File: src/rtl/vending_dispense_scheduler_if.sv
// Coin hopper handshake: level eject_req with a stable eject_val until hopper_ack.
// master = scheduler (drives req/val), slave = hopper (drives ack).
interface vending_dispense_scheduler_if;
  logic eject_req;
  logic eject_val;
  logic hopper_ack;

  modport master (
    output eject_req,
    output eject_val,
    input  hopper_ack
  );

  modport slave (
    input  eject_req,
    input  eject_val,
    output hopper_ack
  );
endinterface

File: src/rtl/vending_dispense_scheduler.sv
// Two-item vending sequencer: credit, stock, selection, dispense pulse, coin refund.
// Ports: clk, rst (async active-low), coin/sel/cancel/restock inputs, hop (hopper
// master), dispense_A/B, coin_reject, sel_err, credit, sold_out_A/B, busy.
module vending_dispense_scheduler #(
  parameter int PRICE_A    = 10,
  parameter int PRICE_B    = 15,
  parameter int CREDIT_MAX = 30,
  parameter int STOCK_MAX  = 4,
  parameter int STOCK_W    = 4
) (
  input  logic       clk,
  input  logic       rst,
  input  logic [1:0] coin,
  input  logic       sel_valid,
  input  logic       sel_item,
  input  logic       cancel,
  input  logic       restock_A,
  input  logic       restock_B,
  vending_dispense_scheduler_if.master hop,
  output logic       dispense_A,
  output logic       dispense_B,
  output logic       coin_reject,
  output logic       sel_err,
  output logic [5:0] credit,
  output logic       sold_out_A,
  output logic       sold_out_B,
  output logic       busy
);

  typedef enum logic [1:0] {
    IDLE,
    COLLECT,
    VEND,
    CHANGE
  } state_t;

  localparam logic [5:0] PA   = 6'(PRICE_A);
  localparam logic [5:0] PB   = 6'(PRICE_B);
  localparam logic [6:0] CMAX = 7'(CREDIT_MAX);
  localparam logic [STOCK_W-1:0] SMAX = STOCK_W'(STOCK_MAX);
  localparam logic [STOCK_W-1:0] ONE  = STOCK_W'(1);

  state_t state, state_n;
  logic [5:0] credit_n;
  logic [STOCK_W-1:0] stock_a, stock_b;
  logic [STOCK_W-1:0] stock_a_n, stock_b_n;
  logic disp_a_n, disp_b_n, rej_n, err_n;
  logic req_n, val_n;
  logic [6:0] coin_amt;
  logic [6:0] sum;
  logic [5:0] price;
  logic [STOCK_W-1:0] stock_sel;

  always_comb begin
    coin_amt = 7'd0;
    case (coin)
      2'b01:   coin_amt = 7'd5;
      2'b10:   coin_amt = 7'd10;
      default: coin_amt = 7'd0;
    endcase
  end

  assign sum       = {1'b0, credit} + coin_amt;
  assign price     = sel_item ? PB : PA;
  assign stock_sel = sel_item ? stock_b : stock_a;

  always_comb begin
    state_n   = state;
    credit_n  = credit;
    stock_a_n = stock_a;
    stock_b_n = stock_b;
    disp_a_n  = 1'b0;
    disp_b_n  = 1'b0;
    rej_n     = 1'b0;
    err_n     = 1'b0;
    req_n     = hop.eject_req;
    val_n     = hop.eject_val;
    unique case (state)
      IDLE, COLLECT: begin
        if (coin_amt != 7'd0) begin
          if (sum <= CMAX) begin
            credit_n = sum[5:0];
            if (state == IDLE) state_n = COLLECT;
          end else begin
            rej_n = 1'b1;
          end
        end
        // cancel masks a same-cycle selection, even in IDLE
        if (cancel) begin
          if (state == COLLECT) begin
            state_n = CHANGE;
            req_n   = 1'b1;
            val_n   = (credit_n >= 6'd10);
          end
        end else if (sel_valid) begin
          if (stock_sel == '0 || credit_n < price) begin
            err_n = 1'b1;
          end else begin
            state_n  = VEND;
            credit_n = credit_n - price;
            if (sel_item) begin
              stock_b_n = stock_b - ONE;
              disp_b_n  = 1'b1;
            end else begin
              stock_a_n = stock_a - ONE;
              disp_a_n  = 1'b1;
            end
          end
        end
      end
      VEND: begin
        rej_n = (coin_amt != 7'd0);
        if (credit != 6'd0) begin
          state_n = CHANGE;
          req_n   = 1'b1;
          val_n   = (credit >= 6'd10);
        end else begin
          state_n = IDLE;
        end
      end
      CHANGE: begin
        rej_n = (coin_amt != 7'd0);
        if (hop.eject_req) begin
          if (hop.hopper_ack) begin
            credit_n = credit - (hop.eject_val ? 6'd10 : 6'd5);
            req_n    = 1'b0;
            if (credit_n == 6'd0) state_n = IDLE;
          end
        end else if (credit != 6'd0) begin
          // one idle cycle after each ack before the next request
          req_n = 1'b1;
          val_n = (credit >= 6'd10);
        end else begin
          state_n = IDLE;
        end
      end
      default: state_n = IDLE;
    endcase
    if (restock_A) stock_a_n = SMAX;
    if (restock_B) stock_b_n = SMAX;
  end

  always_ff @(posedge clk or negedge rst) begin
    if (!rst) begin
      state         <= IDLE;
      credit        <= 6'd0;
      stock_a       <= SMAX;
      stock_b       <= SMAX;
      dispense_A    <= 1'b0;
      dispense_B    <= 1'b0;
      coin_reject   <= 1'b0;
      sel_err       <= 1'b0;
      hop.eject_req <= 1'b0;
      hop.eject_val <= 1'b0;
      sold_out_A    <= 1'b0;
      sold_out_B    <= 1'b0;
      busy          <= 1'b0;
    end else begin
      state         <= state_n;
      credit        <= credit_n;
      stock_a       <= stock_a_n;
      stock_b       <= stock_b_n;
      dispense_A    <= disp_a_n;
      dispense_B    <= disp_b_n;
      coin_reject   <= rej_n;
      sel_err       <= err_n;
      hop.eject_req <= req_n;
      hop.eject_val <= val_n;
      sold_out_A    <= (stock_a_n == '0);
      sold_out_B    <= (stock_b_n == '0);
      busy          <= (state_n == VEND) || (state_n == CHANGE);
    end
  end

endmodule

File: src/flat_wrapper.sv
// flat-port wrapper written by rule: the top's interface ports become plain ports
module vending_dispense_scheduler_flat 
#(
  parameter int PRICE_A    = 10,
  parameter int PRICE_B    = 15,
  parameter int CREDIT_MAX = 30,
  parameter int STOCK_MAX  = 4,
  parameter int STOCK_W    = 4
)
  (clk, rst, coin, sel_valid, sel_item, cancel, restock_A, restock_B, dispense_A, dispense_B, coin_reject, sel_err, credit, sold_out_A, sold_out_B, busy, hop_eject_req, hop_eject_val, hop_hopper_ack);
  vending_dispense_scheduler_if hop_i ();
  input  logic clk;
  input  logic rst;
  input  logic [1:0] coin;
  input  logic sel_valid;
  input  logic sel_item;
  input  logic cancel;
  input  logic restock_A;
  input  logic restock_B;
  output logic dispense_A;
  output logic dispense_B;
  output logic coin_reject;
  output logic sel_err;
  output logic [5:0] credit;
  output logic sold_out_A;
  output logic sold_out_B;
  output logic busy;
  output wire logic [$bits(hop_i.eject_req)-1:0] hop_eject_req;
  output wire logic [$bits(hop_i.eject_val)-1:0] hop_eject_val;
  input wire logic [$bits(hop_i.hopper_ack)-1:0] hop_hopper_ack;
  assign hop_eject_req = hop_i.eject_req;
  assign hop_eject_val = hop_i.eject_val;
  assign hop_i.hopper_ack = hop_hopper_ack;
  vending_dispense_scheduler #(.PRICE_A(PRICE_A), .PRICE_B(PRICE_B), .CREDIT_MAX(CREDIT_MAX), .STOCK_MAX(STOCK_MAX), .STOCK_W(STOCK_W)) u_core (.clk(clk), .rst(rst), .coin(coin), .sel_valid(sel_valid), .sel_item(sel_item), .cancel(cancel), .restock_A(restock_A), .restock_B(restock_B), .hop(hop_i), .dispense_A(dispense_A), .dispense_B(dispense_B), .coin_reject(coin_reject), .sel_err(sel_err), .credit(credit), .sold_out_A(sold_out_A), .sold_out_B(sold_out_B), .busy(busy));
endmodule
File: config.mk
export PLATFORM = sky130hd
export DESIGN_NAME = vending_dispense_scheduler_flat
export DESIGN_NICKNAME = d
export VERILOG_FILES = /design/src/rtl/vending_dispense_scheduler_if.sv /design/src/rtl/vending_dispense_scheduler.sv /design/src/flat_wrapper.sv
export SDC_FILE = /design/constraint.sdc
export NUM_CORES = 1
export LEC_CHECK = 0
export ABC_AREA = 1
export CAP_MARGIN = 20
export CORE_MARGIN = 4
export CORE_UTILIZATION = 57
export DETAILED_ROUTE_END_ITERATION = 16
export PLACE_DENSITY_LB_ADDON = 0.05
export SLEW_MARGIN = 20
export SYNTH_ARGS = -nofsm -noshare
export SYNTH_HDL_FRONTEND = slang
export SYNTH_SLANG_ARGS = --single-unit
File: constraint.sdc
create_clock -name clk -period 3.8 [get_ports clk]
set_clock_uncertainty 0.15 [all_clocks]
set_input_delay 0.57 -clock clk [delete_from_list [all_inputs] [get_ports clk]]
set_output_delay 0.57 -clock clk [all_outputs]
set_load 0.02 [all_outputs]
# --- Yosys cells after proc, flatten, opt, wreduce, memory -nomap -nowiden ---
# Index checks and enable logic that the tools add are counted.
totals:
  reg_bits: 25
  latchBits: 0
  ram_bits: 0
  romBits: 0
  inputBits: 10
  output_inout_bits: 15
  wordCells: 117
  memories: 0
op_classes:
  addsub: 5
  mul: 0
  div: 0
  magnitude_cmp: 4
  eq_ne: 13
  shift: 0
  mux: 67
  bitwise_logic: 0
  reduce_logical: 15
op_table:
  columns: ["op", "n"]
  rows:
  - ["$mux W4", 14]
  - ["$mux W6", 8]
  - ["$mux W1", 26]
  - ["$mux W2", 12]
  - ["$ge A6 B4 Y1 const B", 2]
  - ["$logic_not A4 Y1", 3]
  - ["$pmux W6 S2", 1]
  - ["$sub A6 B6 Y6", 2]
  - ["$eq A2 B2 Y1 const B", 5]
  - ["$reduce_and A3 Y1", 3]
  - ["$pmux W4 S2", 1]
  - ["$sub A4 B1 Y4 const B", 2]
  - ["$add A6 B4 Y7", 1]
  - ["$le A7 B5 Y1 const B", 1]
  - ["$reduce_bool A7 Y1", 1]
  - ["$logic_not A6 Y1", 1]
  - ["$lt A6 B6 Y1", 1]
  - ["$ne A2 B1 Y1 const B", 3]
  - ["$ne A2 B2 Y1 const B", 3]
  - ["$pmux W1 S3", 2]
  - ["$pmux W2 S3", 1]
  - ["$reduce_bool A6 Y1", 1]
  - ["$eq A2 B1 Y1 const B", 2]
  - ["$reduce_or A2 Y1", 2]
  - ["5 further kinds", 6]

# --- Depth between registers and ports, before layout ---
depth:
  depth_word: 15
  mapped_depth: 31

# --- Least setup slack after synthesis ---
# Ideal clock, no wire load.
synth_timing:
  path_type: "input -> register"
  start: "input coin[0]"
  end: "register u_core.credit[5]"
  arrival_ps: 3469
  required_time_ps: 3533
  path_slack_ps: 64
  cell_stages: 30
  cell_sequence: "inv_1 > ha_1 > inv_1 > nand2_1 > nand2_1 > clkinv_1 > ha_1 > a21oi_1 > nor2_1 > nand2_1 > nand2_1 > nor2_1 > nand2_1 > nand2_4 > nand3_4 > or2_2 > o21ai_0 > ha_1 > inv_1 > ha_1 > nand2_1 > nand2_1 > nand3_4 > nand2_4 > nand3_4 > nor2_1 > nand2_1 > nand3_1 > nand2_1 > nand2_1"
synth_via:
  elab_chain_cells: 13
  word_cells_on_any_way: 16
  cone_classes: "add/sub (2); order compare (2); eq/ne (2); mux (8); reduce/logical (2)"
synth_rtl:
  columns: ["item", "line", "source"]
  rows:
  - ["from (decl)", "flat_wrapper.sv:14", "input logic [1:0] coin;"]
  - ["$eq A2 B2 Y1 or $eq A2 B1 Y1 (tied branches)", "vending_dispense_scheduler.sv:56", "case (coin)"]
  - ["$pmux W4 S2 (*)", "vending_dispense_scheduler.sv:56", null]
  - ["$add A6 B4 Y7", "vending_dispense_scheduler.sv:63", "assign sum = {1'b0, credit} + coin_amt;"]
  - ["$le A7 B5 Y1", "vending_dispense_scheduler.sv:81", "if (sum <= CMAX) begin"]
  - ["$mux W6", "vending_dispense_scheduler.sv:81", null]
  - ["$mux W6 (*)", "vending_dispense_scheduler.sv:80", "if (coin_amt != 7'd0) begin"]
  - ["$mux W6 (*)", "vending_dispense_scheduler.sv:78", "unique case (state)"]
  - ["$lt A6 B6 Y1", "vending_dispense_scheduler.sv:96", "if (stock_sel == '0 || credit_n < price) begin"]
  - ["$logic_or A1 B1 Y1", "vending_dispense_scheduler.sv:96", null]
  - ["$mux W6", "vending_dispense_scheduler.sv:96", null]
  - ["$mux W6", "vending_dispense_scheduler.sv:95", "end else if (sel_valid) begin"]
  - ["$mux W6 (*)", "vending_dispense_scheduler.sv:89", "if (cancel) begin"]
  - ["$pmux W6 S2 (*)", "vending_dispense_scheduler.sv:78", null]
  - ["to (signal assigned)", "vending_dispense_scheduler.sv:160", "credit <= credit_n;"]
  - ["to (decl)", "vending_dispense_scheduler.sv:24", "output logic [5:0] credit,"]
# Mark *: on every way between the ends. The rest lies on a longest branch, timed or not. The select of a mux whose other input is x is not followed.
# A chain may end at the register's enable or synchronous reset.

# --- Worst setup path in the final report ---
layout_timing:
  start: "register u_core.credit[1]"
  end: "register u_core.credit[5]"
layout_via:
  elab_chain_cells: 11
  word_cells_on_any_way: 15
  cone_classes: "add/sub (3); order compare (2); mux (9); reduce/logical (1)"
layout_rtl:
  columns: ["item", "line"]
  rows:
  - ["$add A6 B4 Y7", "vending_dispense_scheduler.sv:63"]
  - ["$le A7 B5 Y1", "vending_dispense_scheduler.sv:81"]
  - ["$mux W6", "vending_dispense_scheduler.sv:81"]
  - ["$mux W6", "vending_dispense_scheduler.sv:80"]
  - ["$mux W6", "vending_dispense_scheduler.sv:78"]
  - ["$lt A6 B6 Y1", "vending_dispense_scheduler.sv:96"]
  - ["$logic_or A1 B1 Y1", "vending_dispense_scheduler.sv:96"]
  - ["$mux W6", "vending_dispense_scheduler.sv:96"]
  - ["$mux W6", "vending_dispense_scheduler.sv:95"]
  - ["$mux W6", "vending_dispense_scheduler.sv:89"]
  - ["$pmux W6 S2 (*)", "vending_dispense_scheduler.sv:78"]
# Marks and branches as above.

==> results.toml <==
[routing]
vias_per_cell = 5.22
postRouteWirelength_um = 5370
drt.antenna.violating_nets = 0
drt_pass1_iterations = 5
detail_routed_net_length_per_standard_cell_um = 13.0
drt-initial-drc-count = 115
post-route-drc-count = 0
dr_total_vias = 2151

[worst_setup_path]
timing.critical_path.slowest_stage_cell = "dfrtp_1"
crit_path_end_kind = "register"
r2r_cells = 28
worst-r2r-setup-slack_ns = 0.23
critPathBufInv = 3
worst_setup_path_start_kind = "register"
r2r-start = "u_core.credit[1]"
required_time_at_the_endpoint_of_the_critical_path_ns = 3.83
longest_individual_stage_delay_on_the_worst_path_ns = 0.50
critPathTopFamily = "simple AND/OR/NAND/NOR gates"
arrival_ns = 3.60
path_class = "reg2reg"
critical_path.most_common_cell = "nand2_1"
reg2reg_to = "u_core.credit[5]"
path_max_fanout = 8

[timing]
final-max-slew-violation-count = 0
setup-violations-final = 0
post-route-worst-setup-slack_ns = 0.232
layout_worst_path_cycle_share_pct = 93.9
finalHoldViolations = 0
hold_ws_ns = 0.375
slew_headroom_pct = 58.7
fmax_ghz = 0.280
min_period_ns = 3.57
tightestPinTransition_ns = 0.620

[synth]
async_flop_share_pct = 100
synthesis.yosys.warnings = 0
synth_sequential_area_ratio_pct = 28.8
mappedNetlistNets = 334
synthMuxAreaShare_pct = 0
post_synth_edffs = 0
synthesis.area_per_instance_um2 = 7.07
post_synth_fa_ha_maj_area_fraction_pct = 8.94
ys.flop_type = "dfrtp_1"
synth_compound_area_share_pct = 10.1
syn_area_um2 = 2180
dominant_combinational_cell_family_by_area_after_synthesis = "simple AND/OR/NAND/NOR gates"
synth_simple_gate_area_share_pct = 39.5
post_synth_xor_area_fraction_pct = 2.41
ys_types = 38
postSynthCellCount = 309
ys_seq_elements = 25

[cts]
tritoncts_clock_tree = "yes"
tritoncts_num_sinks = 25
clock_tree.htree_level_count = 1
numCtsBuffers = 3
clk_pin_slew_ns = 0.09
cts_hold_repair.buffers = 0
worstSkewPairLatency_ns = 0.28
cts.root.buffer_cell = "clkbuf_8"
max-clock-path-buffers = 2

[grt]
globalRouteMet2Util_pct = 38.8
grt_antenna_before_repair = 0
use_met3_pct = 2.73
grt_pass1_vias = 2124
globalRouteOverflowTotal = 0
grtUsageMet1_pct = 30.8
grt_start_max_net_pins = 26
grt_busiest_layer = "met2"
grt_pass1_wl_um = 9120
globalRouteTotalUtil_pct = 22.7

[pwr]
power.total_mw = 2.25
pwr_density_cell_nw_per_um2 = 810
cellLeakagePower_nw = 1.50
peakVddDrop_mv = 0.492

[hold_path]
holdCritPathClass = "reg2reg"
min_delay_worst_endpoint = "u_core.stock_b[2]"
min-delay-start = "u_core.stock_b[2]"
whs_path_depth = 2

[floorplanning]
die_x_um = 69.9
floorplan.die_area_um2 = 4880
i_o_pins = 25
initial_util_pct = 59.2
die_h_um = 69.9
core.rowCount = 22
core_box_area_um2 = 3690

[outcome]
outcome = "complete, no violations"

[layout]
fin_nets = 390
final_area_um2 = 2780
ff_latch_area_um2 = 628
area.growth.synth_to_final_pct = 27.5
layout.filler_cells = 292
multi_input_gate_area_um2 = 1390
drive_gt1_share_pct = 22.0
antennaDiodeCount = 0

[placement]
port_buffers = 24
gp_congestion = 0.870
hpwl_um = 4120
dp_worst_setup_slack_ns = -0.685
placed_area_um2 = 2660

[job]
cap_violations = 0
synthesized netlist by cell type (2+ instances only):
cell type,n,area [um^2]
xnor2_1,2,17.5
a21oi_1,10,50.1
clkbuf_1,2,7.51
and2_1,2,12.5
nand3_1,23,115
o211ai_1,3,22.5
dfstp_2,2,52.6
a21oi_2,2,17.5
nand2_1,79,297
inv_1,49,184
clkinv_1,2,7.51
nand2_2,8,50.1
nor4_1,2,12.5
xor2_1,4,35.0
ha_1,14,175
inv_2,5,18.8
nor2_1,23,86.3
nand4_1,15,93.8
dfrtp_1,23,576
nand3_2,2,20.0
nand2_4,4,45.0
nand3_4,4,70.1
o21ai_0,12,60.1
o21ai_1,3,15.0
worst register-to-register path: cells and delay by family (launching register included):
kind | cells | cell delay (ns)
AO/OA/AOI/OAI | 2 | 0.20
flip-flops | 1 | 0.50
adder cells (fa/ha/maj) | 3 | 0.59
AND/OR/NAND/NOR | 20 | 1.78
buffers and inverters | 3 | 0.27
layout make-up:
class,count,area share (%)
Multi-Input combinational cell,226,49.9
Sequential cell,25,22.6
Inverter,57,7.82
Clock buffer,3,1.48
Timing Repair Buffer,52,15.8
Clock inverter,1,0.270
Tap cell,48,2.16
how the worst max path moves through the flow:
stage	from	endpoint	cells after the start
after global placement	coin[0]	u_core.credit[5]	31
after CTS	coin[1]	u_core.credit[5]	30
after floorplan	coin[0]	u_core.credit[5]	30
final	u_core.credit[1]	u_core.credit[5]	28
after global routing	u_core.credit[1]	u_core.credit[5]	28
after detailed placement	coin[0]	u_core.credit[5]	31
metrics by stage:
stage	setup TNS [ns]	utilization (%)	instances
floorplan	0	-	309
global placement	-7.61	72.2	404
finish	0	75.5	412
global route	-0.0270	75.5	412
detailed placement	-12.40	72.2	404
CTS	0	74.7	410
layer usage:
layer / vias to the layer above / wire length, um
met1: 989 / 2520
met4: 0 / 48
met3: 5 / 237
met2: 49 / 2560
li1: 1108 / -
met5: - / 0
flip-flops by register name, summed over array words and instances, names as in the netlist:
register and flops:
u_core.dispense_A 1, u_core.dispense_B 1, u_core.sel_err 1, u_core.stock_b 4
u_core.sold_out_A 1, u_core.busy 1, u_core.state 2, u_core.coin_reject 1
u_core.stock_a 4, u_core.sold_out_B 1, u_core.hop.eject_val 1, u_core.credit 6
u_core.hop.eject_req 1
placed cells by master (no fill, tap or decap), drive strengths merged, types with 4 or more instances in the layout:
| master | count |
|---|---|
| buf | 28 |
| ha | 14 |
| inv | 55 |
| nand3 | 29 |
| nand4 | 15 |
| dfrtp | 23 |
| xor2 | 4 |
| nand2 | 91 |
| nor2 | 26 |
| o21ai | 15 |
| clkbuf | 5 |
| clkdlybuf4s50 | 22 |
| a21oi | 14 |
power breakdown:
part / internal (mW) / total [mW] / switching [mW] / leakage [nW]
Clock: 0.0745 / 0.166 / 0.0914 / 0.0217
Combinational: 0.685 / 1.65 / 0.967 / 1.17
Sequential: 0.334 / 0.436 / 0.102 / 0.311
logic make-up (layout without fill, tap and decap cells):
| kind of cell | count (synthesis) | in the layout |
|---|---|---|
| XOR/XNOR | 6 | 6 |
| flip-flops | 25 | 25 |
| adder cells (fa/ha/maj) | 15 | 15 |
| buffers and inverters | 59 | 113 |
| AND/OR/NAND/NOR | 168 | 168 |
| AO/OA/AOI/OAI | 36 | 37 |
what timing repair did:
action	in CTS	in global routing
buffers inserted	2	1
pin swaps	11	4
cloned	0	1
setup endpoints to repair	22	16
resized for setup	14	9
No activity file was read; power rests on OpenSTA's default activity.
